**src/rtl/uart_pkg.sv**
```systemverilog
// Shared UART definitions for the Rx and Tx paths: FSM states, parity encodings, frame sizes.
// The Rx parity check is enabled by defining UART_RX_PARITY_CHECK_EN.
package uart_pkg;

    localparam int DATA_WIDTH = 8;
    localparam int FRAME_BITS = 11;
    localparam int CNT_W      = $clog2(DATA_WIDTH);

    typedef enum logic [2:0] {
        S_IDLE   = 3'd0,
        S_START  = 3'd1,
        S_DATA   = 3'd2,
        S_PARITY = 3'd3,
        S_STOP   = 3'd4
    } rx_state_e;

    // 2'b11 is a second encoding of "no parity" on the ParityType pins
    typedef enum logic [1:0] {
        PAR_NONE     = 2'b00,
        PAR_ODD      = 2'b01,
        PAR_EVEN     = 2'b10,
        PAR_NONE_ALT = 2'b11
    } par_type_e;

endpackage

```
**src/rtl/uart_parity_calc.sv**
```systemverilog
// Combinational parity block shared by Rx (error check) and Tx (bit generation).
// Generates the parity bit for data_i and flags a mismatch against parity_bit_i.
module uart_parity_calc
    import uart_pkg::*;
(
    input  logic [DATA_WIDTH-1:0] data_i,
    input  logic                  parity_bit_i,
    input  par_type_e             parity_type_i,
    output logic                  parity_bit_o,
    output logic                  parity_error_o
);

    logic data_xor;

    assign data_xor = ^data_i;

    always_comb begin
        // NOTE: every output gets a default first so no path through the case infers a latch.
        parity_bit_o   = 1'b0;
        parity_error_o = 1'b0;
        case (parity_type_i)
            PAR_ODD: begin
                parity_bit_o   = ~data_xor;
                parity_error_o = ~(data_xor ^ parity_bit_i);
            end
            PAR_EVEN: begin
                parity_bit_o   = data_xor;
                parity_error_o = data_xor ^ parity_bit_i;
            end
            default: ;
        endcase
    end

endmodule

```
**src/rtl/uart_rx_frame_deserializer.sv**
```systemverilog
// UART receive deserializer: samples DataTx on every BaudOut edge and delivers bytes through a
// one-deep valid/ready buffer. Define UART_RX_PARITY_CHECK_EN to enable the parity check.
module uart_rx_frame_deserializer
    import uart_pkg::*;
(
    input  logic                  Clock,
    input  logic                  ResetN,
    input  logic                  BaudOut,
    input  logic                  DataTx,
    input  logic [1:0]            ParityType,
    output logic [DATA_WIDTH-1:0] RxData,
    output logic                  RxValid,
    input  logic                  RxReady,
    output logic                  ParityError,
    output logic                  StopError,
    output logic                  Overrun,
    output logic                  Busy
);

    localparam logic [CNT_W-1:0] LAST_BIT = CNT_W'(DATA_WIDTH - 1);

    logic                  baud_q;
    logic                  tick;
    rx_state_e             state_q;
    logic [DATA_WIDTH-1:0] shift_q;
    logic [CNT_W-1:0]      count_q;
    logic                  pbit_q;
    logic [1:0]            ptype_q;
    logic                  busy_q;

    logic                  valid_q, valid_d;
    logic [DATA_WIDTH-1:0] data_q, data_d;
    logic                  perr_q, perr_d;
    logic                  serr_q, serr_d;
    logic                  ovr_q, ovr_d;

    logic                  frame_done;
    logic                  load;
    logic                  accept;
    logic                  parity_err;

    always_ff @(posedge Clock or negedge ResetN) begin
        if (!ResetN) begin
            baud_q <= 1'b0;
        end else begin
            // NOTE: sequential state uses non-blocking assignments so every register samples
            // pre-edge values, independent of statement order.
            baud_q <= BaudOut;
        end
    end

    // Either BaudOut edge is a bit centre; the tick is high for the cycle after the edge
    assign tick = BaudOut ^ baud_q;

    always_ff @(posedge Clock or negedge ResetN) begin
        if (!ResetN) begin
            state_q <= S_IDLE;
            shift_q <= '0;
            count_q <= '0;
            pbit_q  <= 1'b0;
            ptype_q <= 2'b00;
            busy_q  <= 1'b0;
        end else if (tick) begin
            case (state_q)
                S_IDLE: begin
                    if (!DataTx) begin
                        state_q <= S_START;
                        busy_q  <= 1'b1;
                    end
                end
                S_START: begin
                    if (!DataTx) begin
                        state_q <= S_DATA;
                        count_q <= '0;
                    end else begin
                        state_q <= S_IDLE;
                        busy_q  <= 1'b0;
                    end
                end
                S_DATA: begin
                    shift_q <= {DataTx, shift_q[DATA_WIDTH-1:1]};
                    count_q <= count_q + 1'b1;
                    if (count_q == LAST_BIT) begin
                        state_q <= S_PARITY;
                    end
                end
                S_PARITY: begin
                    pbit_q  <= DataTx;
                    ptype_q <= ParityType;
                    state_q <= S_STOP;
                end
                S_STOP: begin
                    state_q <= S_IDLE;
                    busy_q  <= 1'b0;
                end
                default: begin
                    state_q <= S_IDLE;
                    busy_q  <= 1'b0;
                end
            endcase
        end
    end

`ifdef UART_RX_PARITY_CHECK_EN
    logic unused_gen_bit;

    uart_parity_calc u_parity (
        .data_i         (shift_q),
        .parity_bit_i   (pbit_q),
        .parity_type_i  (par_type_e'(ptype_q)),
        .parity_bit_o   (unused_gen_bit),
        .parity_error_o (parity_err)
    );
`else
    // The parity slot is still clocked through to keep alignment, then discarded
    logic unused_parity;

    assign unused_parity = ^{ptype_q, pbit_q};
    assign parity_err    = 1'b0;
`endif

    assign frame_done = tick && (state_q == S_STOP);
    assign accept     = valid_q && RxReady;
    assign load       = frame_done && (!valid_q || RxReady);

    always_comb begin
        valid_d = valid_q;
        data_d  = data_q;
        perr_d  = perr_q;
        serr_d  = serr_q;
        ovr_d   = ovr_q;
        if (load) begin
            valid_d = 1'b1;
            data_d  = shift_q;
            perr_d  = parity_err;
            serr_d  = ~DataTx;
        end else if (accept) begin
            valid_d = 1'b0;
        end
        if (accept) begin
            ovr_d = 1'b0;
        end
        // A completed frame that cannot be loaded is dropped and remembered
        if (frame_done && !load) begin
            ovr_d = 1'b1;
        end
    end

    always_ff @(posedge Clock or negedge ResetN) begin
        if (!ResetN) begin
            // NOTE: the byte buffer is reset too: it is a handful of flops, and the flags must
            // read 0 out of reset.
            valid_q <= 1'b0;
            data_q  <= '0;
            perr_q  <= 1'b0;
            serr_q  <= 1'b0;
            ovr_q   <= 1'b0;
        end else begin
            valid_q <= valid_d;
            data_q  <= data_d;
            perr_q  <= perr_d;
            serr_q  <= serr_d;
            ovr_q   <= ovr_d;
        end
    end

    assign RxData      = data_q;
    assign RxValid     = valid_q;
    assign ParityError = perr_q;
    assign StopError   = serr_q;
    assign Overrun     = ovr_q;
    assign Busy        = busy_q;

endmodule
```
**config.mk**
```make
export PLATFORM = sky130hd
export DESIGN_NAME = uart_rx_frame_deserializer
export DESIGN_NICKNAME = d
export VERILOG_FILES = /design/src/rtl/uart_pkg.sv /design/src/rtl/uart_parity_calc.sv /design/src/rtl/uart_rx_frame_deserializer.sv
export SDC_FILE = /design/constraint.sdc
export NUM_CORES = 1
export LEC_CHECK = 0
export BUFFER_PORTS_ARGS = -buffer_cell sky130_fd_sc_hd__buf_4
export CAP_MARGIN = 5
export CORE_AREA = 2 2 49 51
export DETAILED_ROUTE_END_ITERATION = 6
export DIE_AREA = 0 0 51 53
export GPL_ROUTABILITY_DRIVEN = 0
export GPL_TIMING_DRIVEN = 0
export PLACE_DENSITY = 0.78
export SETUP_SLACK_MARGIN = 0.2
export SYNTH_ARGS = -nofsm -noshare
export SYNTH_HDL_FRONTEND = slang
export SYNTH_HIERARCHICAL = 1
export SYNTH_SLANG_ARGS = --single-unit
```
**constraint.sdc**
```tcl
create_clock -name Clock -period 2.28 [get_ports Clock]
set_input_delay 0.342 -clock Clock [delete_from_list [all_inputs] [get_ports Clock]]
set_output_delay 0.342 -clock Clock [all_outputs]
set_load 0.01 [all_outputs]
```
== Yosys cells after proc, flatten, opt, wreduce, memory -nomap -nowiden ==
Cells that the tools add are included.

* Bits in registers: 27
* Bits of input ports: 7
* Output and inout bits: 13
* Word-level logic and storage cells: 50

* Add/subtract/negate cells: 1
* Equality and inequality tests: 9
* Muxes and demuxes: 12
* Bitwise logic cells: 3
* Reductions and logical operators: 16

{| class="wikitable"
|+ Operator list
! operator !! count
|-
| $pmux W3 S4 || 1
|-
| $mux W3 || 3
|-
| $ne A2 B2 Y1 const B || 4
|-
| $eq A3 B2 Y1 const B || 2
|-
| $eq A3 B3 Y1 const B || 2
|-
| $pmux W3 S2 || 1
|-
| $reduce_and A3 Y1 || 2
|-
| $reduce_bool A2 Y1 || 3
|-
| $mux W1 || 5
|-
| $logic_and A1 B1 Y1 || 4
|-
| $reduce_and A4 Y1 || 1
|-
| $add A3 B1 Y3 const B || 1
|-
| $eq A3 B1 Y1 const B || 1
|-
| $logic_not A3 Y1 || 1
|-
| $pmux W1 S3 || 1
|-
| $logic_not A1 Y1 || 2
|-
| $mux W2 || 1
|-
| $not A1 Y1 || 2
|-
| $reduce_and A2 Y1 || 1
|-
| $reduce_or A2 Y1 || 1
|-
| $logic_or A1 B1 Y1 || 1
|-
| $xor A1 B1 Y1 || 1
|}

== Depth between registers and ports, before layout ==
Gate-level depths: netlist of run 1.

* Word-level depth: 6
* Mapped depth: 4
* Gate-level depth less buffers: 4

== Least setup slack after synthesis of run 1 ==
Ideal clock, no wire load.

* Kind: reg-to-reg
* Start point: register state_q[1]
* End point: register count_q[0]
* Setup time: 0.125 ns
* Arrival time: 1.371 ns
* Required time: 2.155 ns
* Slack: 0.784 ns
* Cell stages (with the launch flop): 5
* Path buffers: 1
* Clock period less this slack: 1.496 ns
* Cell sequence: dfrtp_1 -> buf_6 -> or3b_1 -> a211o_1 -> mux2_2

* Word-level cells in the longest chain between the ends: 3
* Elaborated cells between the ends (all ways): 6
* Classes of those cells: 3 x eq/ne; 1 x mux; 2 x reduce/logical

{| class="wikitable"
|+ Ends and longest elaborated chain
! what !! RTL line !! source
|-
| from (decl) || uart_rx_frame_deserializer.sv:24 || <nowiki>rx_state_e state_q;</nowiki>
|-
| from (signal assigned) || uart_rx_frame_deserializer.sv:57 || <nowiki>state_q <= S_IDLE;</nowiki>
|-
| from (signal assigned) || uart_rx_frame_deserializer.sv:67 || <nowiki>state_q <= S_START;</nowiki>
|-
| from (signal assigned) || uart_rx_frame_deserializer.sv:73 || <nowiki>state_q <= S_DATA;</nowiki>
|-
| $eq A3 B1 Y1 or $eq A3 B2 Y1 (tied branches) || uart_rx_frame_deserializer.sv:64 || <nowiki>case (state_q)</nowiki>
|-
| $ne A2 B2 Y1 (no source line) or $reduce_bool A2 Y1 (tied branches) || -- ||
|-
| $reduce_and A3 Y1 (no source line) || -- ||
|-
| to (signal assigned) || uart_rx_frame_deserializer.sv:82 || <nowiki>count_q <= count_q + 1'b1;</nowiki>
|-
| to (decl) || uart_rx_frame_deserializer.sv:26 || <nowiki>logic [CNT_W-1:0] count_q;</nowiki>
|}

Parallel ways exist; a longest one is shown, timed or not.
A chain may end at the register's enable or synchronous reset.

== Final worst setup path of run 1 ==
* Start point: register baud_q
* End point: register shift_q[6]

* Word-level cells in the longest chain between the ends: 2

{| class="wikitable"
|+ Ends and longest elaborated chain
! what !! RTL line !! source
|-
| from (decl) || uart_rx_frame_deserializer.sv:22 || <nowiki>logic baud_q;</nowiki>
|-
| from (signal assigned) || uart_rx_frame_deserializer.sv:48 || <nowiki>baud_q <= BaudOut;</nowiki>
|-
| $xor A1 B1 Y1 || uart_rx_frame_deserializer.sv:53 || <nowiki>assign tick = BaudOut ^ baud_q;</nowiki>
|-
| $reduce_and A2 Y1 (no source line) || -- ||
|-
| to (signal assigned) || uart_rx_frame_deserializer.sv:81 || <nowiki>shift_q <= {DataTx, shift_q[DATA_WIDTH-1:1]};</nowiki>
|-
| to (decl) || uart_rx_frame_deserializer.sv:25 || <nowiki>logic [DATA_WIDTH-1:0] shift_q;</nowiki>
|}

No other way between the ends.

==> results of run 1 <==
## cell type report
| cell class | count | area [um^2] | share of cell area [%] |
|---|---|---|---|
| buffer | 3 | 23.77 | 1.758 |
| clock buffer | 4 | 26.28 | 1.943 |
| inverter | 2 | 7.507 | 0.5550 |
| multi-input combinational | 52 | 454.2 | 33.58 |
| sequential | 27 | 675.6 | 49.95 |
| tap | 28 | 35.03 | 2.590 |
| timing repair buffer | 17 | 130.1 | 9.621 |
## placed cells by master, fill, tap and decap left out, types with 2 or more instances in the layout
cell	count
clkbuf_4	3
a22o_1	2
dfrtp_1	27
nand2b_1	2
nor2_1	3
a21oi_1	3
buf_4	17
ha_1	2
nand2_1	4
inv_1	2
o31ai_1	3
mux2_2	17
## flip-flops by register name, indices dropped and copies added (netlist names)
register / cells
Busy: 1
RxData: 8
StopError: 1
shift_q: 8
Overrun: 1
count_q: 3
state_q: 3
RxValid: 1
baud_q: 1
## logic make-up after synthesis
family                   after synthesis
AO/OA/AOI/OAI                         12
XOR/XNOR                               2
adder cells (fa/ha/maj)                2
buffers and inverters                  5
flip-flops                            27
multiplexers                          18
other                                  1
AND/OR/NAND/NOR                       17
## power by group
group	total, W	switching, W	leakage (nW)	internal [W]
logic	0.000504	0.000226	0.321	0.000278
clock network	0.000199	0.000130	0.0150	0.0000684
registers	0.000738	0.000101	0.350	0.000637
## critical path, delay by kind of cell, from the launching register on
kind | cells | cell delay [ps]
flops | 1 | 440
xor+xnor | 1 | 390
mux | 1 | 330
simple gates | 1 | 300
## routing by layer
| metal | wire length (um) | vias up | part of all wire (%) | track usage (%) |
|---|---|---|---|---|
| met5 | 0 | - | 0 | 0 |
| met4 | 14 | 0 | 0.76 | 4.054 |
| met3 | 51 | 2 | 2.8 | 1.695 |
| met2 | 954 | 9 | 52 | 29.22 |
| met1 | 817 | 340 | 44 | 21.58 |
| li1 | - | 341 | - | - |
## stage by stage
| stage | hold slack (ps) | util (%) | worst slack, ps | total power, W | std cells |
|---|---|---|---|---|---|
| 2_1_floorplan | 46.41 | - | 784.3 | 0.001078 | 84 |
| 3_3_place_gp | 267.8 | 61.27 | 712.1 | 0.001234 | 128 |
| 3_5_place_dp | 271.7 | 61.27 | 704.3 | 0.001264 | 128 |
| 4_1_cts | 161.6 | 62.96 | 712.5 | 0.001458 | 133 |
| 5_1_grt | 158.7 | 62.96 | 616.6 | 0.001538 | 133 |
| 6_report | 167.8 | 62.96 | 722.3 | 0.001440 | 133 |
## worst max path at each step
stage               start          to  slack [ps]  depth (start not counted)
5_1_grt        state_q[1]   RxData[0]         620                          4
4_1_cts            baud_q   RxData[0]         710                          3
6_report           baud_q  shift_q[6]         720                          3
3_5_place_dp      BaudOut  shift_q[6]         700                          4
3_3_place_gp      BaudOut  shift_q[6]         710                          4
2_1_floorplan  state_q[1]  count_q[0]         780                          4
## what timing repair did
item,in CTS,in global routing
hold buffers,1,0
endpoints found under the hold margin,27,0
gates resized for setup,0,0
==> results.json, run 1 <==
{
  "outcome": "complete, no violations",
  "synth-edff-count": 0,
  "synth_fa_ha_area_share_pct": 2.155,
  "post_drt_via_cell_ratio": 5.203,
  "worstSetupStartpointType": "flop",
  "vias": 692,
  "synth_common_cells": "dfrtp_1, mux2_2, nand2_1",
  "cp.required_ps": 2500,
  "clk_path_buf_depth": 2,
  "synthArstFlopShare_pct": 100.0,
  "p_leak_nw": 0.6864,
  "clock_skew_ps": 4.640,
  "final_nets": 115,
  "overflow": 0,
  "wl_um": 1837,
  "yosysSeqAreaShare_pct": 58.19,
  "holdPathEnd": "baud_q",
  "setup_viol": 0,
  "synth.area.top_cells": "dfrtp_1, mux2_2, ha_1, o31ai_1, nand4_4",
  "grt_usage_pct": 16.43,
  "cts_max_level": 1,
  "dr.first_iter.drc_count": 3,
  "vdd_drop_max_v": 0.0006492,
  "hold_path.class": "in -> reg",
  "syn_inst": 84,
  "period_share_pct": 68.32,
  "r2r-start": "baud_q",
  "antenna_found_initial": 0,
  "clkSlewWorstSetupHoldPaths_ps": 140,
  "synth_most_common_cell": "dfrtp_1",
  "r2r_slack_ps": 720,
  "syn_nets": 93,
  "grt_setup_unrepaired": "false",
  "area_growth_pct": 16.49,
  "slew_violations": 0,
  "synth_compound_area_share_pct": 7.328,
  "synth_top_family_by_area": "multiplexers",
  "netlist-cell-type-count": 29,
  "wl_per_cell_um": 13.81,
  "cp.arrival_ps": 1780,
  "drc": 0,
  "clock_sinks": 27,
  "ys.flop_type": "dfrtp_1",
  "place_area_um2": 1316,
  "die_area_um2": 2703,
  "critPathSlowestCell": "dfrtp_1",
  "synth_area_um2": 1161,
  "maxCapViolations": 0,
  "final_area_um2": 1353,
  "cp_cell_sequence": "xor2_2 > and3_2 > mux2_2",
  "slowest_delay_ps": 440,
  "fmax_mhz": 642.0,
  "relSlewSlack_pct": 65.37,
  "grt_pass1_wl_um": 3277,
  "postCtsSetupBuffers": 0,
  "port_buffers": 16,
  "synth_top_area_share_pct": 58.19,
  "start_util_pct": 54.05,
  "synth_top_area_cell": "dfrtp_1",
  "grt_max_degree": 28,
  "finalHoldViolCount": 0,
  "crit_type": "reg -> reg",
  "core_area_um2": 2148,
  "drive_gt1_share_pct": 40.95,
  "reg2reg_to": "shift_q[6]",
  "ff2ff_path_depth": 3,
  "cts_buffers": 3,
  "antennaDiodeCount": 0,
  "yosysWarningCount": 6,
  "root_buffer": "clkbuf_4",
  "syn_avg_cell_area_um2": 13.82,
  "end_kind": "flop",
  "die_w_um": 51,
  "dp.final_hpwl_um": 1383,
  "tightest_slew_ps": 515.7,
  "hp-start": "BaudOut",
  "synth_seq_cells": 27,
  "clock_latency_ps": 310,
  "fillers": 170,
  "cts_tree": "done",
  "hold_path_depth": 1,
  "die_y_um": 53,
  "synth_xor_area_share_pct": 2.155,
  "yosys.area_share.simple_pct": 9.806,
  "power_density_nw_per_um2": 1065,
  "rows": 17,
  "grt_pass1_vias": 710,
  "drt-pass1-iter-count": 4,
  "ant_nets": 0,
  "synth_mux_area_share_pct": 17.35,
  "worstPathMaxFanout": 7,
  "period_needed_ps": 1558,
  "boundaryPins": 20,
  "tns_ps": 0
}
Power figures use the tool's default switching activity.
==> run 2, diff against run 1 <==
CORE_AREA = 2 2 53 55   (was 2 2 49 51)
DIE_AREA = 0 0 55 57   (was 0 0 51 53)
PLACE_DENSITY = 0.71   (was 0.78)
clock period = 1.4 ns   (was 2.28 ns; I/O delays follow)
==> run 2 against run 1 <==
The run now ends with negative setup slack left. Sequential power increased by 67%. Critical path depth increased by 1. Sequential cell count unchanged. Non-clock buffer count increased by 13. Utilization decreased by 2.6 points. Sequential share of layout area decreased by 7.0 points. Clock power increased by 62%. Via count increased by 15%. Cell area increased by 17%. First-iteration DRC count increased by 100%. Setup slack got worse by 880 ps. Critical endpoint is now count_q[0].
==> results.json, run 2 (same netlist as run 1, synthesis figures left out) <==
{
  "outcome": "finished, violations left",
  "violations": "negative setup slack",
  "cp.required_ps": 1620,
  "area_growth_pct": 35.99,
  "clkSlewWorstSetupHoldPaths_ps": 140,
  "final_cells": 150,
  "drt-pass1-iter-count": 4,
  "fmax_mhz": 643.7,
  "cp.depth": 4,
  "cp_num_buf_inv": 1,
  "p_leak_nw": 0.7990,
  "cp.arrival_ps": 1770,
  "grt_setup_unrepaired": "true",
  "grt_max_degree": 28,
  "cts_buffers": 3,
  "core_area_um2": 2615,
  "critPathTopFamily": "flip-flops",
  "finalPower_w": 0.002704,
  "met3_length_um": 102,
  "slowest_delay_ps": 400,
  "routed.top_layer": "met4",
  "dp_cells": 131,
  "wl_met1_um": 957,
  "period_share_pct": 111.0,
  "crit_type": "reg -> reg",
  "wl_met2_um": 1171,
  "power_density_nw_per_um2": 1713,
  "wl_per_cell_um": 14.95,
  "overflow": 0,
  "grt_usage_pct": 15.00,
  "worstSetupStartpointType": "flop",
  "r2r_slack_ps": -150,
  "die_w_um": 55,
  "antenna_found_initial": 0,
  "cts_max_level": 1,
  "die_y_um": 57,
  "boundaryPins": 20,
  "dp.final_hpwl_um": 1322,
  "post_drt_via_cell_ratio": 5.300,
  "start_util_pct": 44.40,
  "setup_viol": 12,
  "period_needed_ps": 1554,
  "final_nets": 129,
  "die_area_um2": 3135,
  "root_buffer": "clkbuf_4",
  "rows": 19,
  "maxCapViolations": 0,
  "vias": 795,
  "end_kind": "flop",
  "cts_tree": "done",
  "final_util_pct": 60.38,
  "drc": 0,
  "antennaDiodeCount": 0,
  "worstPathMaxFanout": 4,
  "critPathSlowestCell": "dfrtp_1",
  "vdd_drop_max_v": 0.001228,
  "hold_path.class": "in -> reg",
  "grt_pass1_vias": 776,
  "grt_pass1_wl_um": 3401,
  "setup_ws_ps": -153.5,
  "ant_nets": 0,
  "clock_skew_ps": 3.177,
  "drive_gt1_share_pct": 57.98,
  "final_cell_mix": "buf_4, dfrtp_1, mux2_2",
  "clock_latency_ps": 310,
  "slew_violations": 0,
  "ff2ff_path_depth": 4,
  "layout_commonest_cell": "buf_4",
  "dr.first_iter.drc_count": 6,
  "clk_path_buf_depth": 2,
  "wl_um": 2242,
  "finalHoldViolCount": 0,
  "clock_sinks": 27,
  "hold_path_depth": 2,
  "port_buffers": 16,
  "cp_cell_sequence": "buf_6 > or3b_4 > a211o_1 > mux2_2"
}
## run 2: per-layer routing
metal  vias to the layer above  global-route usage (%)
li1                        374                       -
met1                       401                   18.63
met2                        18                   24.66
met3                         2                   3.141
met4                         0                   6.620
met5                         -                       0
## run 2: through the flow
stage | setup TNS [ps] | hold WS (ps) | instance area (um^2) | worst slack (ps)
6_report | -828.4 | 49.05 | 1579 | -153.5
5_1_grt | -1504 | 37.56 | 1579 | -194.3
4_1_cts | -1341 | 34.84 | 1461 | -194.3
3_5_place_dp | -1387 | 140.6 | 1334 | -172.0
3_3_place_gp | -1198 | 139.5 | 1334 | -128.2
2_1_floorplan | -143.4 | -85.59 | 1175 | -94.44
## run 2: worst paths after layout
kind / from / end
max: state_q[1] / count_q[0]
min: RxReady / Overrun
max in group asynchronous: ResetN / state_q[0]
max reg2reg: state_q[1] / count_q[0]
min in group asynchronous: ResetN / Overrun
min reg2reg: RxData[1] / RxData[1]
## run 2: layout make-up
| type | count | area [um^2] |
|---|---|---|
| fill | 217 | 1036 |
| buffer | 3 | 30.03 |
| clock buffer | 3 | 22.52 |
| timing repair buffer | 30 | 239.0 |
| inverter | 2 | 7.507 |
| clock inverter | 1 | 5.005 |
| sequential | 27 | 678.2 |
| multi-input combinational | 53 | 558.0 |
| tap | 31 | 38.79 |
## run 2: report_power, final
| group | internal (W) | total, W | switching (W) |
|---|---|---|---|
| registers | 0.00104 | 0.00123 | 0.000193 |
| clock network | 0.000107 | 0.000322 | 0.000216 |
| logic | 0.000667 | 0.00115 | 0.000482 |
## run 2: repair_timing
action | 4_1_cts | 5_1_grt
gates cloned | 0 | 1
pin swaps | 3 | 7
setup endpoints to repair | 24 | 24
hold buffers | 1 | 0
gates resized for setup | 11 | 15
setup buffers | 6 | 7
hold endpoints to repair | 27 | 0
